### src/rtl/async_mem_req_frontend_if.sv
// async_mem_req_frontend_if
//   Request/response bus between a requester and async_mem_req_frontend.
//   master : requester side (drives req_valid/req_we/req_addr/req_wdata,
//            observes req_ready/rsp_valid/rsp_data)
//   slave  : front-end side (the mirror image)
//   Signals:
//     req_valid  request present
//     req_ready  front-end FIFO can accept
//     req_we     1 = write, 0 = read
//     req_addr   3-bit word address
//     req_wdata  3-bit write data
//     rsp_valid  one-cycle response pulse
//     rsp_data   16-bit read word, held until the next response
interface async_mem_req_frontend_if;
   logic        req_valid;
   logic        req_ready;
   logic        req_we;
   logic [2:0]  req_addr;
   logic [2:0]  req_wdata;
   logic        rsp_valid;
   logic [15:0] rsp_data;

   modport master (
      output req_valid, req_we, req_addr, req_wdata,
      input  req_ready, rsp_valid, rsp_data
   );

   modport slave (
      input  req_valid, req_we, req_addr, req_wdata,
      output req_ready, rsp_valid, rsp_data
   );
endinterface

### src/rtl/async_mem_req_frontend.sv
// async_mem_req_frontend
//   Request front-end for the asynchronous SRAM controller. Requests are
//   buffered in a small FIFO and issued one at a time: EN pulses for one
//   cycle (ISSUE), then WE/addr/data_write are held for OP_CYCLES WAIT
//   cycles. Reads capture mem_rdata at WAIT count SAMPLE_CYCLE and return
//   it as a one-cycle rsp_valid pulse the cycle after the op completes.
//
//   Optional feature macro: ASYNC_FE_WRITE_ACK_EN
//     defined   : writes also pulse rsp_valid (rsp_data left unchanged)
//     undefined : only reads pulse rsp_valid
//
//   Ports:
//     clk        system clock
//     rst_n      asynchronous active-low reset
//     req        request/response bus (slave modport)
//     mem_en     controller EN, high only in ISSUE
//     mem_we     controller WE
//     mem_addr   controller addr
//     mem_wdata  controller data_write
//     mem_rdata  read word from the MemDB read path
//     busy       state not IDLE or FIFO non-empty
module async_mem_req_frontend #(
   parameter int unsigned FIFO_DEPTH   = 4,
   parameter int unsigned OP_CYCLES    = 10,
   parameter int unsigned SAMPLE_CYCLE = 8
) (
   input  logic                      clk,
   input  logic                      rst_n,
   async_mem_req_frontend_if.slave   req,
   output logic                      mem_en,
   output logic                      mem_we,
   output logic [2:0]                mem_addr,
   output logic [2:0]                mem_wdata,
   input  logic [15:0]               mem_rdata,
   output logic                      busy
);

   localparam int unsigned PW = (FIFO_DEPTH > 1) ? $clog2(FIFO_DEPTH) : 1;
   localparam int unsigned CW = (OP_CYCLES > 1) ? $clog2(OP_CYCLES) : 1;
   localparam logic [PW:0]   FULL_CNT  = (PW+1)'(FIFO_DEPTH);
   localparam logic [CW-1:0] SAMPLE_AT = CW'(SAMPLE_CYCLE);
   localparam logic [CW-1:0] LAST_AT   = CW'(OP_CYCLES - 1);

   typedef enum logic [1:0] {
      ST_IDLE,
      ST_ISSUE,
      ST_WAIT
   } state_t;

   state_t state, state_nxt;

   logic [6:0]    fifo_mem [FIFO_DEPTH];
   logic [PW-1:0] wr_ptr, rd_ptr;
   logic [PW:0]   count;
   logic          full, empty, push, pop;

   logic [CW-1:0] cnt;
   logic          op_we;
   logic [2:0]    op_addr, op_wdata;
   logic          op_done, rsp_fire;
   logic          rsp_valid_q;
   logic [15:0]   rsp_data_q;

   // ---------------- FIFO ----------------
   assign full          = (count == FULL_CNT);
   assign empty         = (count == '0);
   assign req.req_ready = !full;
   assign push          = req.req_valid && !full;

   always_ff @(posedge clk) begin
      if (push)
         fifo_mem[wr_ptr] <= {req.req_we, req.req_addr, req.req_wdata};
   end

   always_ff @(posedge clk or negedge rst_n) begin
      if (!rst_n) begin
         wr_ptr <= '0;
         rd_ptr <= '0;
         count  <= '0;
      end else begin
         if (push)
            wr_ptr <= wr_ptr + 1'b1;
         if (pop)
            rd_ptr <= rd_ptr + 1'b1;
         if (push && !pop)
            count <= count + 1'b1;
         else if (pop && !push)
            count <= count - 1'b1;
      end
   end

   // ---------------- FSM ----------------
   assign op_done = (state == ST_WAIT) && (cnt == LAST_AT);

   always_comb begin
      state_nxt = state;
      pop       = 1'b0;
      unique case (state)
         ST_IDLE: begin
            if (!empty) begin
               pop       = 1'b1;
               state_nxt = ST_ISSUE;
            end
         end
         ST_ISSUE: state_nxt = ST_WAIT;
         ST_WAIT: begin
            if (cnt == LAST_AT)
               state_nxt = ST_IDLE;
         end
         default: state_nxt = ST_IDLE;
      endcase
   end

`ifdef ASYNC_FE_WRITE_ACK_EN
   assign rsp_fire = op_done;
`else
   assign rsp_fire = op_done && !op_we;
`endif

   always_ff @(posedge clk or negedge rst_n) begin
      if (!rst_n) begin
         state       <= ST_IDLE;
         cnt         <= '0;
         mem_en      <= 1'b0;
         op_we       <= 1'b0;
         op_addr     <= '0;
         op_wdata    <= '0;
         rsp_valid_q <= 1'b0;
         rsp_data_q  <= '0;
      end else begin
         state <= state_nxt;
         // EN is registered from the next state so it is high exactly
         // during the ISSUE cycle.
         mem_en <= (state_nxt == ST_ISSUE);
         if (pop)
            {op_we, op_addr, op_wdata} <= fifo_mem[rd_ptr];
         if (state == ST_ISSUE)
            cnt <= '0;
         else if ((state == ST_WAIT) && (cnt != LAST_AT))
            cnt <= cnt + 1'b1;
         if ((state == ST_WAIT) && (cnt == SAMPLE_AT) && !op_we)
            rsp_data_q <= mem_rdata;
         rsp_valid_q <= rsp_fire;
      end
   end

   assign mem_we       = op_we;
   assign mem_addr     = op_addr;
   assign mem_wdata    = op_wdata;
   assign req.rsp_valid = rsp_valid_q;
   assign req.rsp_data  = rsp_data_q;
   assign busy         = (state != ST_IDLE) || !empty;

endmodule

### src/flat_wrapper.sv
// flat-port wrapper written by rule: the top's interface ports become plain ports
module async_mem_req_frontend_flat 
#(
   parameter int unsigned FIFO_DEPTH   = 4,
   parameter int unsigned OP_CYCLES    = 10,
   parameter int unsigned SAMPLE_CYCLE = 8
)
  (clk, rst_n, mem_en, mem_we, mem_addr, mem_wdata, mem_rdata, busy, req_req_valid, req_req_we, req_req_addr, req_req_wdata, req_req_ready, req_rsp_valid, req_rsp_data);
  async_mem_req_frontend_if req_i ();
  input  logic clk;
  input  logic rst_n;
  output logic mem_en;
  output logic mem_we;
  output logic [2:0] mem_addr;
  output logic [2:0] mem_wdata;
  input  logic [15:0] mem_rdata;
  output logic busy;
  input wire logic [$bits(req_i.req_valid)-1:0] req_req_valid;
  input wire logic [$bits(req_i.req_we)-1:0] req_req_we;
  input wire logic [$bits(req_i.req_addr)-1:0] req_req_addr;
  input wire logic [$bits(req_i.req_wdata)-1:0] req_req_wdata;
  output wire logic [$bits(req_i.req_ready)-1:0] req_req_ready;
  output wire logic [$bits(req_i.rsp_valid)-1:0] req_rsp_valid;
  output wire logic [$bits(req_i.rsp_data)-1:0] req_rsp_data;
  assign req_i.req_valid = req_req_valid;
  assign req_i.req_we = req_req_we;
  assign req_i.req_addr = req_req_addr;
  assign req_i.req_wdata = req_req_wdata;
  assign req_req_ready = req_i.req_ready;
  assign req_rsp_valid = req_i.rsp_valid;
  assign req_rsp_data = req_i.rsp_data;
  async_mem_req_frontend #(.FIFO_DEPTH(FIFO_DEPTH), .OP_CYCLES(OP_CYCLES), .SAMPLE_CYCLE(SAMPLE_CYCLE)) u_core (.clk(clk), .rst_n(rst_n), .req(req_i), .mem_en(mem_en), .mem_we(mem_we), .mem_addr(mem_addr), .mem_wdata(mem_wdata), .mem_rdata(mem_rdata), .busy(busy));
endmodule
### config.mk
export PLATFORM = sky130hd
export DESIGN_NAME = async_mem_req_frontend_flat
export DESIGN_NICKNAME = d
export VERILOG_FILES = /design/src/rtl/async_mem_req_frontend_if.sv /design/src/rtl/async_mem_req_frontend.sv /design/src/flat_wrapper.sv
export SDC_FILE = /design/constraint.sdc
export NUM_CORES = 1
export LEC_CHECK = 0
export BUFFER_PORTS_ARGS = -buffer_cell sky130_fd_sc_hd__buf_2
export CAP_MARGIN = 20
export CORE_ASPECT_RATIO = 1.1
export CORE_MARGIN = 4
export CORE_UTILIZATION = 43
export DETAILED_ROUTE_END_ITERATION = 10
export PLACE_DENSITY_LB_ADDON = 0.08
export REMOVE_ABC_BUFFERS = 1
export SLEW_MARGIN = 40
export SYNTH_ARGS = -nofsm -noshare
export SYNTH_HDL_FRONTEND = slang
export SYNTH_SLANG_ARGS = --single-unit
### constraint.sdc
create_clock -name clk -period 2.62 [get_ports clk]
set_input_delay 0.262 -clock clk [delete_from_list [all_inputs] [get_ports clk]]
set_output_delay 0.262 -clock clk [all_outputs]
set_load 0.05 [all_outputs]
[Word-level counts from Yosys, hierarchy flattened]
Memory sizes are Yosys's and may differ from the RTL's. A register that Yosys moved wholly into a read port is not among the register bits.
Index checks and enable logic that the tools add are counted.
Cells by class
  add/subtract/negate cells: 5
  multipliers: 0
  div/mod/pow operators: 0
  magnitude comparators: 0
  equal/unequal tests: 7
  shifts and indexed selects: 0
  muxes and demuxes: 11
  bitwise logic cells: 0
  reductions and logical operators: 20
Operator list (count)
  4-bit == test (second input constant): 2
  1-bit logical AND: 8
  4-bit 2-to-1 mux: 2
  1-bit logical NOT: 6
  3-bit 2-to-1 mux: 2
  2-bit one-hot mux with 3 select lines: 1
  2-bit nonzero test: 3
  2-bit by 1-bit adder with 2-bit output (second input constant): 2
  4-bit by 1-bit adder with 4-bit output (second input constant): 1
  2-bit by 1-bit == test with 1-bit output (second input constant): 2
  1-bit 2-to-1 mux: 4
  2-bit 2-to-1 mux: 2
  4-bit inequality test (second input constant): 1
  3-bit by 1-bit adder with 3-bit output (second input constant): 1
  3-bit == test (second input constant): 1
  3-bit logical NOT: 1
  3-bit by 1-bit subtractor with 3-bit output (second input constant): 1
  2-bit == test (second input constant): 1
  2-bit logical NOT: 1
  1-bit logical OR: 1
Word-level totals
  bits in registers: 31
  bits in latches: 0
  RAM bits: 28
  bits in read-only memories: 0
  input port bits: 26
  output and inout bits: 27
  word-level logic and storage cells: 52
  memories kept: 1
Memories
  u_core.fifo_mem: depth 4, width 7, read ports 1, clocked after Yosys merged registers in 1, wr ports 1, RTL line async_mem_req_frontend.sv:52  | logic [6:0] fifo_mem [FIFO_DEPTH];

[Depth between registers and ports, before layout]
  depth after elaboration: 7
  depth in mapped cells: 9
  gate-level depth less buffers: 9

[Worst setup path after synthesis]
Ideal clock, no wire load.
  kind: register -> register
  from: register u_core.count[0]
  to: register u_core.count[1]
  library setup time: 0.125 ns
  arrival time: 1.975 ns
  required time: 2.495 ns
  setup slack: 0.520 ns
  cell stages (with the launch flop): 8
  path buffers: 0
  clock period less this slack: 2.100 ns
  path through: dfrtp_1 > nor3_1 > nor3_2 > inv_1 > ha_1 > inv_1 > fa_1 > mux2_2
On the way
  longest elaborated chain between the ends: 6
  elaborated cells between the ends (all ways): 15
  classes of those cells: add/sub: 2; eq/ne: 1; mux: 4; reduce/logical: 8
RTL lines
  start: declaration: RTL line async_mem_req_frontend.sv:54  | logic [PW:0] count;
  start signal: assignment: RTL line async_mem_req_frontend.sv:86  | count <= count + 1'b1;
  start signal: assignment: RTL line async_mem_req_frontend.sv:88  | count <= count - 1'b1;
  parallel branches: the longest is 6 deep, another holds 3-bit by 1-bit subtractor with 3-bit output
Several ways; the timed one is not identified. The select of a mux whose other input is x is not followed.
A chain may end at the register's enable or synchronous reset.

[Final worst setup path]
  from: register u_core.count[0]
  to: register u_core.count[2]
The elaborated chain is that of the path after synthesis.

==> results.md <==
* Crit path required time at 2.87 ns
* Final period util at 90.08%
* Post-CTS setup buffer count at 0
* Drt via density at 5.063
* Tmin final at 2.360 ns
* First-pass GRT wire length at 8.514 mm
* CORE AREA at 0.006156 mm2
* Final routed DRC violation total at 0
* Die Width at 83.98 um
* Total number of vias at 1595
* Worst setup SP type: register
* Initial antenna violation count at 0
* RSZ-0062 raised after global routing: no
* Worst setup path startpoint: u_core.count[0]
* FF+latch area at 0.001792 mm2
* PnR worst setup slack at 0.2599 ns
* Clk root buf: clkbuf_8
* PwrDens at 1235 mW/mm2
* Slowest CP cell: nor3_1
* Starting Density at 44.35%
* Share of cells above drive strength 1 at 43.83%
* Starting DRC count in detailed routing at 51
* Fillers at 529
* Leak pwr at 0.001462 uW
* Area delta synth->final at 20.49%
* Number of global-route vias before repair at 1738
* Yosys warnings at 0
* Remaining global-route overflow at 0
* Top-level I/O count at 53
* Clock skew at 0.009989 ns
* Cell variety after synth at 36
* Design area at 0.003289 mm2
* FP Rows at 30
* Drt total wl at 5.156 mm
* GPL Wtd Cong at 0.7632
* Clock sinks at 66
* Worst-path clk slew at 0.07 ns
* H-tree level count at 3
* Die Ht at 91.57 um
* GRT Total Usage at 14.45%
* Pin count of the biggest net entering global routing at 39
* Min Hold Slack at 0.1484 ns
* Critical-path cell list: nor3_1, nor3_4, inv_1, ha_1, inv_1, fa_1, xor2_1, nor2_1, xor2_1
* Register area share after synthesis at 65.63%
* Worst setup EP type: register
* Placed inst area at 0.003085 mm2
* Crit Path Category: register to register
* Peak supply drop at 0.5802 mV
* Mapped cell area at 0.002730 mm2
* Hold Path Class: input pin to register
* Hold wc startpoint: req_req_wdata[2]
* Routed Antenna Nets at 0
* Worst r2r src: u_core.count[0]
* CTS max path bufs at 2
* Final setup fails at 0
* Max_slew headroom at 61.62%
* Worst Max-Slew Pin Slew at 0.5758 ns
* TritonCTS Buffers at 9
* Status: complete, no violations
* N_diodes at 0
* Pre-antenna DRT Iters at 4
* Dpl hpwl at 3.646 mm
* TritonCTS clock tree: yes
* MaxCap Viol Count at 0
* Fin. Hold Viols at 0
* Most common cell after layout, fill and taps aside: buf_2
* Mapped Cells at 168
* Multi-input combinational cell area at 887.1 um2
* Drt wl/cell at 16.37 um
* Clk_lat worst skew at 0.32 ns
* Max stage delay on crit path at 0.51 ns
* Critical path fanouts, max at 9
* Syn Area/Cell at 16.25 um2
* Pins Over Slew Limit at 0
* Final setup TNS at 0 ns
* Nets at 265
* Most frequent cells in the layout: 51 x buf_2, 38 x dfrtp_1, 28 x edfxtp_1
* Total power at 4062 uW
* # port buffers at 52
* Data arrival time of the critical path at 2.61 ns
* Die ar. at 0.007690 mm2
* Top achievable clock speed at 423.7 MHz
* Seq cells post-synth at 66
* DP Worst Slack at 0.1677 ns
[registers in the layout (all words and copies together), names as in the netlist]
register              cells
u_core.fifo_mem          28
u_core.req.rsp_data      16
u_core.cnt                4
u_core.count              3
u_core.mem_addr           3
u_core.mem_wdata          3
u_core.rd_ptr             2
u_core.state              2
u_core.wr_ptr             2
u_core.mem_en             1
u_core.mem_we             1
u_core.req.rsp_valid      1
[final cells by class]
type	instances	area share [%]
inverter	8	0.9129
timing repair buffer	56	8.977
sequential	66	54.47
tap	80	3.043
clock inverter	6	1.750
multi-input combinational	89	26.97
clock buffer	10	3.880
[per-layer routing]
| metal | track usage, % | up-vias | part of all wire [%] |
|---|---|---|---|
| li1 | - | 737 | - |
| met5 | 0 | - | 0 |
| met3 | 3.811 | 4 | 5.5 |
| met4 | 6.434 | 0 | 0.68 |
| met1 | 15.92 | 810 | 38 |
| met2 | 25.93 | 44 | 56 |
[worst max-delay path, delay by kind of cell, from the launching register on]
kind                     cells  cell delay (ns)
buffers and inverters        2             0.19
adder cells (fa/ha/maj)      2             0.56
XOR/XNOR                     2             0.31
AND/OR/NAND/NOR              3             0.77
flip-flops                   1             0.45
[stage by stage]
stage,util (%),std cells
global placement,50.12,298
CTS,53.13,314
floorplan,-,163
finish,53.44,315
detailed placement,50.12,298
global route,53.44,315
[path summary, 6_finish.rpt]
check | endpoint | slack (ns) | depth (start not counted)
max | u_core.count[2] | 0.26 | 9
min | u_core.fifo_mem[2][2] | 0.15 | 1
max reg2reg | u_core.count[2] | 0.26 | 9
min reg2reg | u_core.req.rsp_data[13] | 0.51 | 1
max in group asynchronous | u_core.state[0] | 1.83 | 2
min in group asynchronous | u_core.cnt[3] | 0.44 | 2
[logic make-up after synthesis]
family	count (synthesis)	synth area share, %
adder cells (fa/ha/maj)	9	4.400
XOR/XNOR	6	1.925
multiplexers	33	16.45
buffers and inverters	13	2.108
AO/OA/AOI/OAI	12	2.750
AND/OR/NAND/NOR	29	6.737
flip-flops	66	65.63
[Yosys cell counts (all sizes together)]
| cell type | instances | area, um2 |
|---|---|---|
| dfrtp | 38 | 950.9 |
| edfxtp | 28 | 840.8 |
| mux2 | 25 | 281.5 |
| ha | 8 | 100.1 |
| inv | 8 | 30.03 |
| mux4 | 7 | 157.7 |
| nand2 | 5 | 18.77 |
| and2 | 4 | 25.02 |
| o21ai | 4 | 20.02 |
| xnor2 | 4 | 35.03 |
| buf | 3 | 20.01 |
| nand3 | 3 | 15.01 |
| nor2 | 3 | 11.26 |
| nor3 | 3 | 20.02 |
| and2b | 2 | 15.01 |
| clkbuf | 2 | 7.510 |
| nor2b | 2 | 12.51 |
| nor4 | 2 | 27.53 |
| o211ai | 2 | 15.01 |
| o22ai | 2 | 12.51 |
| xor2 | 2 | 17.52 |
| a21boi | 1 | 7.510 |
| a21oi | 1 | 5.000 |
| a31oi | 1 | 6.260 |
| and3b | 1 | 8.760 |
| and4b | 1 | 10.01 |
| fa | 1 | 20.02 |
| mux2i | 1 | 10.01 |
| nand2b | 1 | 6.260 |
| nand3b | 1 | 7.510 |
| o22a | 1 | 8.760 |
| or3 | 1 | 6.260 |
[where the power goes]
| part | switching [uW] | internal [uW] | total, uW |
|---|---|---|---|
| clock network | 363 | 433 | 796 |
| logic | 982 | 615 | 1600 |
| registers | 263 | 1410 | 1670 |
[what timing repair did]
| item | 4_1_cts | 5_1_grt |
|---|---|---|
| hold endpoints to repair | 0 | 38 |
| gates resized for setup | 0 | 1 |
| endpoints found under the setup margin | 0 | 1 |
| hold buffers | 0 | 1 |
No activity file was read; power rests on OpenSTA's default activity.
